`src/rtl/vga_pkg.sv`:
```
// Shared constants and plotter state encoding for the 160x120 VGA drawing path.
package vga_pkg;

   localparam int unsigned SCREEN_W = 160;
   localparam int unsigned SCREEN_H = 120;
   localparam int unsigned COLOUR_W = 3;

   typedef enum logic [1:0] {
      StIdle = 2'd0,
      StDraw = 2'd1,
      StDone = 2'd2
   } plot_state_e;

   // Operands are the full-width sums so an origin near the edge never wraps on screen.
   function automatic logic on_screen(input logic [8:0] px, input logic [7:0] py);
      return (px < 9'(SCREEN_W)) && (py < 8'(SCREEN_H));
   endfunction

endpackage

```
`src/rtl/sprite_plotter_if.sv`:
```
// Request/pixel bus between the motion datapath, the plotter and the VGA adapter.
interface sprite_plotter_if;
   import vga_pkg::*;

   logic                start;
   logic                erase;
   logic [7:0]          x_in;
   logic [5:0]          y_in;
   logic [7:0]          plot_x;
   logic [6:0]          plot_y;
   logic [COLOUR_W-1:0] colour;
   logic                writeEn;
   logic                busy;
   logic                done;

   modport master (
      output start, erase, x_in, y_in,
      input  plot_x, plot_y, colour, writeEn, busy, done
   );

   modport slave (
      input  start, erase, x_in, y_in,
      output plot_x, plot_y, colour, writeEn, busy, done
   );

endinterface

```
`src/rtl/sprite_mask_rom.sv`:
```
// Combinational sprite mask: a filled WIDTH x HEIGHT box with the four corners cleared.
module sprite_mask_rom #(
   parameter int unsigned WIDTH  = 8,
   parameter int unsigned HEIGHT = 8
) (
   input  logic [3:0] cx,
   input  logic [3:0] cy,
   output logic       mask
);

   logic in_box;
   logic col_edge;
   logic row_edge;

   always_comb begin
      in_box   = ({1'b0, cx} < 5'(WIDTH)) && ({1'b0, cy} < 5'(HEIGHT));
      col_edge = (cx == 4'd0) || (cx == 4'(WIDTH - 1));
      row_edge = (cy == 4'd0) || (cy == 4'(HEIGHT - 1));
      mask     = in_box && !(col_edge && row_edge);
   end

endmodule

```
`src/rtl/sprite_plotter.sv`:
```
// Walks a WIDTH x HEIGHT box one pixel per clock, emitting clipped erase/draw writes
// to the VGA adapter. All outputs are registered from next-state values.
module sprite_plotter
   import vga_pkg::*;
#(
   parameter int unsigned         WIDTH       = 8,
   parameter int unsigned         HEIGHT      = 8,
   parameter logic [COLOUR_W-1:0] DRAW_COLOUR = 3'b111,
   parameter logic [COLOUR_W-1:0] BG_COLOUR   = 3'b000
) (
   input logic              clk,
   input logic              resetn,
   sprite_plotter_if.slave  bus
);

   localparam logic [3:0] LastX = 4'(WIDTH - 1);
   localparam logic [3:0] LastY = 4'(HEIGHT - 1);

   plot_state_e state_q, state_d;
   logic [3:0]  cx_q, cx_d;
   logic [3:0]  cy_q, cy_d;
   logic [7:0]  x0_q, x0_d;
   logic [6:0]  y0_q, y0_d;
   logic        mode_q, mode_d;

   logic [7:0]          plot_x_q, plot_x_d;
   logic [6:0]          plot_y_q, plot_y_d;
   logic [COLOUR_W-1:0] colour_q, colour_d;
   logic                write_q, write_d;
   logic                busy_q, busy_d;
   logic                done_q, done_d;

   logic [8:0] px;
   logic [7:0] py;
   logic       visible;
   logic       mask;

   sprite_mask_rom #(
      .WIDTH  (WIDTH),
      .HEIGHT (HEIGHT)
   ) u_mask (
      .cx   (cx_d),
      .cy   (cy_d),
      .mask (mask)
   );

   always_comb begin
      state_d = state_q;
      cx_d    = cx_q;
      cy_d    = cy_q;
      x0_d    = x0_q;
      y0_d    = y0_q;
      mode_d  = mode_q;

      case (state_q)
         StIdle: begin
            if (bus.start) begin
               x0_d    = bus.x_in;
               y0_d    = {1'b0, bus.y_in};
               mode_d  = bus.erase;
               cx_d    = 4'd0;
               cy_d    = 4'd0;
               state_d = StDraw;
            end
         end
         StDraw: begin
            if (cx_q == LastX) begin
               cx_d = 4'd0;
               if (cy_q == LastY) begin
                  cy_d    = 4'd0;
                  state_d = StDone;
               end else begin
                  cy_d = cy_q + 4'd1;
               end
            end else begin
               cx_d = cx_q + 4'd1;
            end
         end
         StDone:  state_d = StIdle;
         default: state_d = StIdle;
      endcase
   end

   // Output registers load the pixel that the next state will present.
   always_comb begin
      px      = {1'b0, x0_d} + 9'(cx_d);
      py      = {1'b0, y0_d} + 8'(cy_d);
      visible = on_screen(px, py);

      plot_x_d = 8'd0;
      plot_y_d = 7'd0;
      colour_d = '0;
      write_d  = 1'b0;
      busy_d   = 1'b0;
      done_d   = 1'b0;

      if (state_d == StDraw) begin
         plot_x_d = px[7:0];
         plot_y_d = py[6:0];
         busy_d   = 1'b1;
         if (mode_d) begin
            write_d  = visible;
            colour_d = BG_COLOUR;
         end else begin
            write_d  = visible && mask;
            colour_d = mask ? DRAW_COLOUR : BG_COLOUR;
         end
      end else if (state_d == StDone) begin
         done_d = 1'b1;
      end
   end

   always_ff @(posedge clk or negedge resetn) begin
      if (!resetn) begin
         state_q  <= StIdle;
         cx_q     <= 4'd0;
         cy_q     <= 4'd0;
         x0_q     <= 8'd0;
         y0_q     <= 7'd0;
         mode_q   <= 1'b0;
         plot_x_q <= 8'd0;
         plot_y_q <= 7'd0;
         colour_q <= '0;
         write_q  <= 1'b0;
         busy_q   <= 1'b0;
         done_q   <= 1'b0;
      end else begin
         state_q  <= state_d;
         cx_q     <= cx_d;
         cy_q     <= cy_d;
         x0_q     <= x0_d;
         y0_q     <= y0_d;
         mode_q   <= mode_d;
         plot_x_q <= plot_x_d;
         plot_y_q <= plot_y_d;
         colour_q <= colour_d;
         write_q  <= write_d;
         busy_q   <= busy_d;
         done_q   <= done_d;
      end
   end

   assign bus.plot_x  = plot_x_q;
   assign bus.plot_y  = plot_y_q;
   assign bus.colour  = colour_q;
   assign bus.writeEn = write_q;
   assign bus.busy    = busy_q;
   assign bus.done    = done_q;

endmodule
```
`src/flat_wrapper.sv`:
```
// flat-port wrapper written by rule: the top's interface ports become plain ports
module sprite_plotter_flat import vga_pkg::*;
#(
   parameter int unsigned         WIDTH       = 8,
   parameter int unsigned         HEIGHT      = 8,
   parameter logic [COLOUR_W-1:0] DRAW_COLOUR = 3'b111,
   parameter logic [COLOUR_W-1:0] BG_COLOUR   = 3'b000
)
  (clk, resetn, bus_start, bus_erase, bus_x_in, bus_y_in, bus_plot_x, bus_plot_y, bus_colour, bus_writeEn, bus_busy, bus_done);
  sprite_plotter_if bus_i ();
  input logic clk;
  input logic resetn;
  input wire logic [$bits(bus_i.start)-1:0] bus_start;
  input wire logic [$bits(bus_i.erase)-1:0] bus_erase;
  input wire logic [$bits(bus_i.x_in)-1:0] bus_x_in;
  input wire logic [$bits(bus_i.y_in)-1:0] bus_y_in;
  output wire logic [$bits(bus_i.plot_x)-1:0] bus_plot_x;
  output wire logic [$bits(bus_i.plot_y)-1:0] bus_plot_y;
  output wire logic [$bits(bus_i.colour)-1:0] bus_colour;
  output wire logic [$bits(bus_i.writeEn)-1:0] bus_writeEn;
  output wire logic [$bits(bus_i.busy)-1:0] bus_busy;
  output wire logic [$bits(bus_i.done)-1:0] bus_done;
  assign bus_i.start = bus_start;
  assign bus_i.erase = bus_erase;
  assign bus_i.x_in = bus_x_in;
  assign bus_i.y_in = bus_y_in;
  assign bus_plot_x = bus_i.plot_x;
  assign bus_plot_y = bus_i.plot_y;
  assign bus_colour = bus_i.colour;
  assign bus_writeEn = bus_i.writeEn;
  assign bus_busy = bus_i.busy;
  assign bus_done = bus_i.done;
  sprite_plotter #(.WIDTH(WIDTH), .HEIGHT(HEIGHT), .DRAW_COLOUR(DRAW_COLOUR), .BG_COLOUR(BG_COLOUR)) u_core (.clk(clk), .resetn(resetn), .bus(bus_i));
endmodule
```
`config.mk`:
```
export PLATFORM = sky130hd
export DESIGN_NAME = sprite_plotter_flat
export DESIGN_NICKNAME = d
export VERILOG_FILES = /design/src/rtl/vga_pkg.sv /design/src/rtl/sprite_plotter_if.sv /design/src/rtl/sprite_mask_rom.sv /design/src/rtl/sprite_plotter.sv /design/src/flat_wrapper.sv
export SDC_FILE = /design/constraint.sdc
export NUM_CORES = 1
export LEC_CHECK = 0
export ABC_CLOCK_PERIOD_IN_PS = 7600
export BUFFER_PORTS_ARGS = -buffer_cell sky130_fd_sc_hd__buf_2
export CORE_MARGIN = 2
export CORE_UTILIZATION = 40
export DETAILED_ROUTE_END_ITERATION = 10
export PLACE_DENSITY = 0.64
export SKIP_CTS_REPAIR_TIMING = 1
export SLEW_MARGIN = 25
export SYNTH_ARGS = -nofsm -noshare
export SYNTH_HDL_FRONTEND = slang
export SYNTH_SLANG_ARGS = --single-unit
```
`constraint.sdc`:
```
create_clock -name clk -period 7.6 [get_ports clk]
set_input_delay 0.76 -clock clk [delete_from_list [all_inputs] [get_ports clk]]
set_output_delay 0.76 -clock clk [all_outputs]
set_load 0.01 [all_outputs]
```
==> flow_metrics.tcl, run 1 <==
set metrics [dict create \
    r2r_cells 11 \
    synth_area_per_cell_sq_um 10.5 \
    post-route-min-period_ns 3.50 \
    syn_area_sq_um 2320 \
    vias 1676 \
    core.rowCount 27 \
    synth_top_area_cell "dfrtp_1" \
    drive_gt1_share_pct 23.1 \
    synth-edff-count 0 \
    arrival_ns 3.69 \
    slew_violations 0 \
    multi_input_area_sq_um 1080 \
    crit_path_frequent_cell "nand2_1" \
    cp_cell_sequence "or3b_1 -> nand2_1 -> nand2_1 -> ha_1 -> fa_1 -> a21o_1 -> a21oi_1 -> mux2_1 -> or3_1 -> o311ai_1 -> nor3_1" \
    setup_violations 0 \
    drv_cap 0 \
    filler_cell_count 530 \
    cts_htree_levels 2 \
    max-vdd-ir-drop_mv 0.152 \
    path_clk_slew_ns 0.09 \
    diodes 0 \
    clock_latency_ns 0.31 \
    initial_core_util_pct 41.8 \
    async_flop_share_pct 100 \
    syn_inst 221 \
    cts_buffers 5 \
    dr.pass1.iters 4 \
    ant_nets 0 \
    die_h_um 80.1 \
    seq_area_sq_um 1130 \
    grt.overflow.total 0 \
    vias_per_cell 5.05 \
    slew_headroom_pct 32.8 \
    cts_max_path_buffers 2 \
    fin_crit_sh_pct 46.0 \
    gp_congestion 0.827 \
    rsz0062_at_grt "no" \
    route.detailed.drc 0 \
    final_cell_mix "45 x dfrtp_1, 37 x buf_2, 30 x nand2_1" \
    die_area_sq_um 6420 \
    layout_commonest_cell "dfrtp_1" \
    wl_um 4600 \
    drt_iter0_markers 100 \
    synth-main-ff-cell "dfrtp_1" \
    ioPinCount 39 \
    syn_nets 251 \
    synth.ff_latch_count 45 \
    hold_violations 0 \
    fin_setup_tns_ns 0 \
    start_kind "flop" \
    yosysSeqAreaShare_pct 48.6 \
    crit_path_max_incr_delay_ns 0.65 \
    synth_cell_types 51 \
    final_cell_count_no_fill 332 \
    worstPathRequired_ns 7.79 \
    clock.fmax_mhz 286 \
    r2r-end "u_core.bus.writeEn" \
    synth.area.top_cells "dfrtp_1 49%, ha_1 5.4%, nand2_1 4.9%, mux2i_1 3.9%, xnor2_1 3.0%" \
    cts_root_buf "clkbuf_8" \
    die_x_um 80.1 \
    worst_pin_slew_ns 1.01 \
    cts_tree "built" \
    area.growth.synth_to_final_pct 14.9 \
    regToRegStartpoint "u_core.state_q[1]" \
    cp-end-kind "flop" \
    slowest_stage "or3b_1" \
    grt_max_degree 46 \
    r2r_slack_ns 4.10 \
    clock_sinks 45 \
    core-area_sq_um 5540 \
    grt_pass1_wl_um 8160 \
    hpwlAfterDp_um 3260 \
    wl_per_cell_um 13.9 \
    ys.warnings.count 0 \
    finalCoreUtilization_pct 48.1 \
    crit_type "reg -> reg" \
    dp.cells 324 \
    fin_worst_skew_ns 0.00925 \
    powerDensity_nw_per_um2 379 \
    synth_top_area_share_pct 48.6 \
    nNetsFinal 289 \
    crit_path_max_fanout 13 \
    grt_pass1_vias 1704 \
    antenna_found_initial 0 \
    hp-class "in -> async" \
    grt_usage_pct 16.4 \
    p_leak_nw 1.29 \
    port_buffers 38 \
    status "completed" \
]
==> worst max-delay path by stage <==
stage,startpoint,slack (ns),to
floorplan,bus_start,4.17,u_core.bus.writeEn
global placement,bus_start,3.90,u_core.bus.writeEn
detailed placement,bus_start,3.83,u_core.bus.writeEn
CTS,u_core.state_q[1],4.11,u_core.bus.writeEn
global route,u_core.state_q[1],3.87,u_core.bus.writeEn
finish,u_core.state_q[1],4.10,u_core.bus.writeEn
==> per-layer routing <==
layer | share of wire [%] | up-vias | track usage, %
li1 | - | 837 | -
met1 | 48 | 792 | 22.7
met2 | 46 | 38 | 25.7
met3 | 3.9 | 9 | 3.71
met4 | 1.7 | 0 | 5.08
met5 | 0 | - | 0
==> logic make-up after synthesis <==
kind of cell / count (synthesis) / share of synthesized area, %
and+or+nand+nor: 88 / 19.4
DFF: 45 / 48.6
AOI/OAI and AO/OA: 32 / 10.2
buffers and inverters: 22 / 4.86
muxes: 13 / 6.43
adders and majority gates: 12 / 7.13
xor gates and xnor gates: 9 / 3.40
==> final cells by class <==
| type | instances | area share (%) |
|---|---|---|
| tap | 72 | 3.38 |
| clock inverter | 3 | 1.74 |
| sequential | 45 | 42.3 |
| multi-input combinational | 154 | 40.5 |
| inverter | 14 | 1.97 |
| timing repair buffer | 39 | 7.52 |
| clock buffer | 5 | 2.58 |
==> sequential cells by signal (all words and copies together) (netlist names) <==
name	flops
u_core.bus.plot_x	8
u_core.x0_q	8
u_core.bus.colour	1
u_core.state_q	2
u_core.cx_q	4
u_core.cy_q	4
u_core.bus.writeEn	1
u_core.bus.plot_y	7
u_core.bus.busy	1
u_core.y0_q	7
u_core.mode_q	1
u_core.bus.done	1
==> critical path: cells and delay by family (launching register included) <==
family | cells | cell delay, ns
DFF | 1 | 0.53
adders and majority gates | 2 | 0.64
and+or+nand+nor | 5 | 1.31
AOI/OAI and AO/OA | 3 | 0.56
muxes | 1 | 0.35
==> per-stage QoR <==
step                      setup WS (ns)  hold WS [ns]  cell area [sq um]  power (mW)
final                              4.10         0.444               2660        1.01
after global routing               3.87         0.482               2660        1.10
after CTS                          4.11         0.490               2660        1.02
after detailed placement           3.83         0.467               2540       0.831
after global placement             3.90         0.461               2540       0.822
after floorplan                    4.17         0.446               2320       0.708
==> power breakdown <==
group / internal, mW / total (mW) / switching [mW] / leakage [nW]
clock network: 0.0984 / 0.184 / 0.0857 / 0.0543
logic: 0.204 / 0.455 / 0.251 / 0.676
registers: 0.327 / 0.368 / 0.0416 / 0.556
total: 0.629 / 1.01 / 0.378 / 1.29
==> synth_stat cells (2+ instances only) <==
master / instances
nand2_1: 30
mux2i_1: 9
nand3b_1: 3
buf_2: 3
a211oi_1: 2
a21oi_1: 9
dfrtp_1: 45
and2_1: 4
inv_1: 11
nor2b_1: 5
xnor2_1: 8
a21o_1: 5
nand2b_1: 2
buf_6: 2
nor3b_1: 3
inv_2: 3
nor2_1: 15
nor3_1: 7
nand4_1: 2
o21ai_0: 2
a22o_1: 3
buf_4: 3
fa_1: 2
nand3_1: 6
or3_1: 2
ha_1: 10
Note: power is estimated with default switching activity, not from simulation.
==> run 2, diff against run 1 <==
--- a/config.mk
+++ b/config.mk
@@ -5,7 +5,7 @@
 export SDC_FILE = /design/constraint.sdc
 export NUM_CORES = 1
 export LEC_CHECK = 0
-export ABC_CLOCK_PERIOD_IN_PS = 7600
+export ABC_CLOCK_PERIOD_IN_PS = 3400
 export BUFFER_PORTS_ARGS = -buffer_cell sky130_fd_sc_hd__buf_2
 export CORE_MARGIN = 2
 export CORE_UTILIZATION = 40
==> constraint.sdc (replaced) <==
create_clock -name clk -period 3.4 [get_ports clk]
set_input_delay 0.34 -clock clk [delete_from_list [all_inputs] [get_ports clk]]
set_output_delay 0.34 -clock clk [all_outputs]
set_load 0.01 [all_outputs]
==> run 2 against run 1 <==
Net effect: non-clock buffer count rose by 10; count of clock-buffer cells in the layout did not move; sequential share of layout area fell by 1.7 points; largest cell class unchanged; die area did not move.
==> flow_metrics.tcl, run 2 (synthesis results as in run 1) <==
set metrics [dict create \
    status "completed" \
    layout_setup_ws_ns 0.205 \
    hold_violations 0 \
    seq_area_sq_um 1130 \
    core-area_sq_um 5540 \
    filler_cell_count 536 \
    fin_crit_sh_pct 94.0 \
    grt_pass1_vias 1681 \
    start_kind "flop" \
    fin_setup_tns_ns 0 \
    die_x_um 80.1 \
    worstPathRequired_ns 3.58 \
    crit_path_max_fanout 6 \
    powerDensity_nw_per_um2 849 \
    core.rowCount 27 \
    port_buffers 38 \
    crit_type "reg -> reg" \
    vias 1707 \
    p_leak_nw 1.35 \
    path_buf_inv 0 \
    wl_per_cell_um 13.7 \
    cp_cell_sequence "ha_2 -> nand3b_1 -> a21oi_2 -> mux2i_1 -> ha_1 -> fa_1 -> a21o_1 -> a21oi_1 -> mux2_1 -> or3_1 -> o311ai_1 -> nor3_1" \
    max-vdd-ir-drop_mv 0.407 \
    fin_worst_skew_ns 0.0109 \
    hpwlAfterDp_um 3410 \
    grt_pass1_wl_um 7780 \
    grt_max_degree 46 \
    diodes 0 \
    slew_violations 0 \
    cp-end-kind "flop" \
    slew_headroom_pct 54.2 \
    setup_violations 0 \
    place_ws_ns 0.203 \
    area.growth.synth_to_final_pct 20.0 \
    drv_cap 0 \
    path_clk_slew_ns 0.09 \
    grt.overflow.total 0 \
    slowest_stage "fa_1" \
    wl_um 4680 \
    cts_htree_levels 2 \
    final_cell_mix "43 x dfrtp_1, 37 x buf_2, 30 x nand2_1" \
    ant_nets 0 \
    cts_max_path_buffers 2 \
    grt_usage_pct 15.7 \
    route.detailed.drc 0 \
    clock.fmax_mhz 313 \
    worst_pin_slew_ns 0.686 \
    vias_per_cell 4.99 \
    initial_core_util_pct 41.8 \
    drive_gt1_share_pct 28.5 \
    post-route-min-period_ns 3.19 \
    cts_buffers 5 \
    drt_iter0_markers 101 \
    layout_commonest_cell "dfrtp_1" \
    hp-class "in -> async" \
    crit_family "adder cells" \
    cts_root_buf "clkbuf_8" \
    die_h_um 80.1 \
    clock_latency_ns 0.29 \
    antenna_found_initial 0 \
    die_area_sq_um 6420 \
    gp_congestion 0.845 \
    ioPinCount 39 \
    cts_tree "built" \
    nNetsFinal 299 \
    multi_input_area_sq_um 1100 \
    clock_sinks 45 \
    arrival_ns 3.37 \
    dr.pass1.iters 4 \
    crit_path_max_incr_delay_ns 0.41 \
]
[run 2: changes by cell type in the layout (fill, tap and decap cells not counted), sizes merged]
cell / before / now
bufinv: 1 / 2
buf: 39 / 49
clkinvlp: 1 / 0
[run 2: layer usage]
layer,track usage [%],routed length (um),up-vias,part of all wire [%]
met4,3.90,15,0,0.32
met1,21.4,2210,816,47
li1,-,-,855,-
met2,25.7,2290,34,49
met3,3.15,160,2,3.4
met5,0,0,-,0
[run 2: power by group]
part	internal [mW]	leakage, nW	switching [mW]
Clock	0.292	0.0681	0.178
Sequential	0.731	0.554	0.0904
Combinational	0.493	0.729	0.576
Total	1.52	1.35	0.845
[run 2: cell type report]
type	instances	area share, %
tap	72	3.24
clock inverter	3	2.34
sequential	45	40.6
timing repair buffer	49	9.90
inverter	14	1.89
clock buffer	5	2.48
multi-input combinational	154	39.6
[run 2: worst paths after layout]
check | start | cells after the start | to | slack (ns)
setup / recovery | u_core.cx_q[0] | 12 | u_core.bus.writeEn | 0.21
hold / removal | resetn | 1 | u_core.bus.plot_x[7] | 0.03
setup reg to reg | u_core.cx_q[0] | 12 | u_core.bus.writeEn | 0.21
hold reg to reg | u_core.x0_q[3] | 2 | u_core.x0_q[3] | 0.49
max in group asynchronous | resetn | 1 | u_core.state_q[0] | 2.96
min in group clk | bus_x_in[3] | 3 | u_core.x0_q[3] | 0.27
[run 2: through the flow]
| step | util, % | instance area (sq um) | hold slack [ns] | cells | power [mW] |
|---|---|---|---|---|---|
| after floorplan | - | 2320 | 0.0444 | 221 | 1.58 |
| after global placement | 46.9 | 2600 | 0.462 | 331 | 1.86 |
| after detailed placement | 46.9 | 2600 | 0.473 | 331 | 1.89 |
| after CTS | 49.3 | 2730 | 0.234 | 339 | 2.37 |
| after global routing | 50.2 | 2780 | 0.0679 | 342 | 2.57 |
| final | 50.2 | 2780 | 0.0298 | 342 | 2.36 |
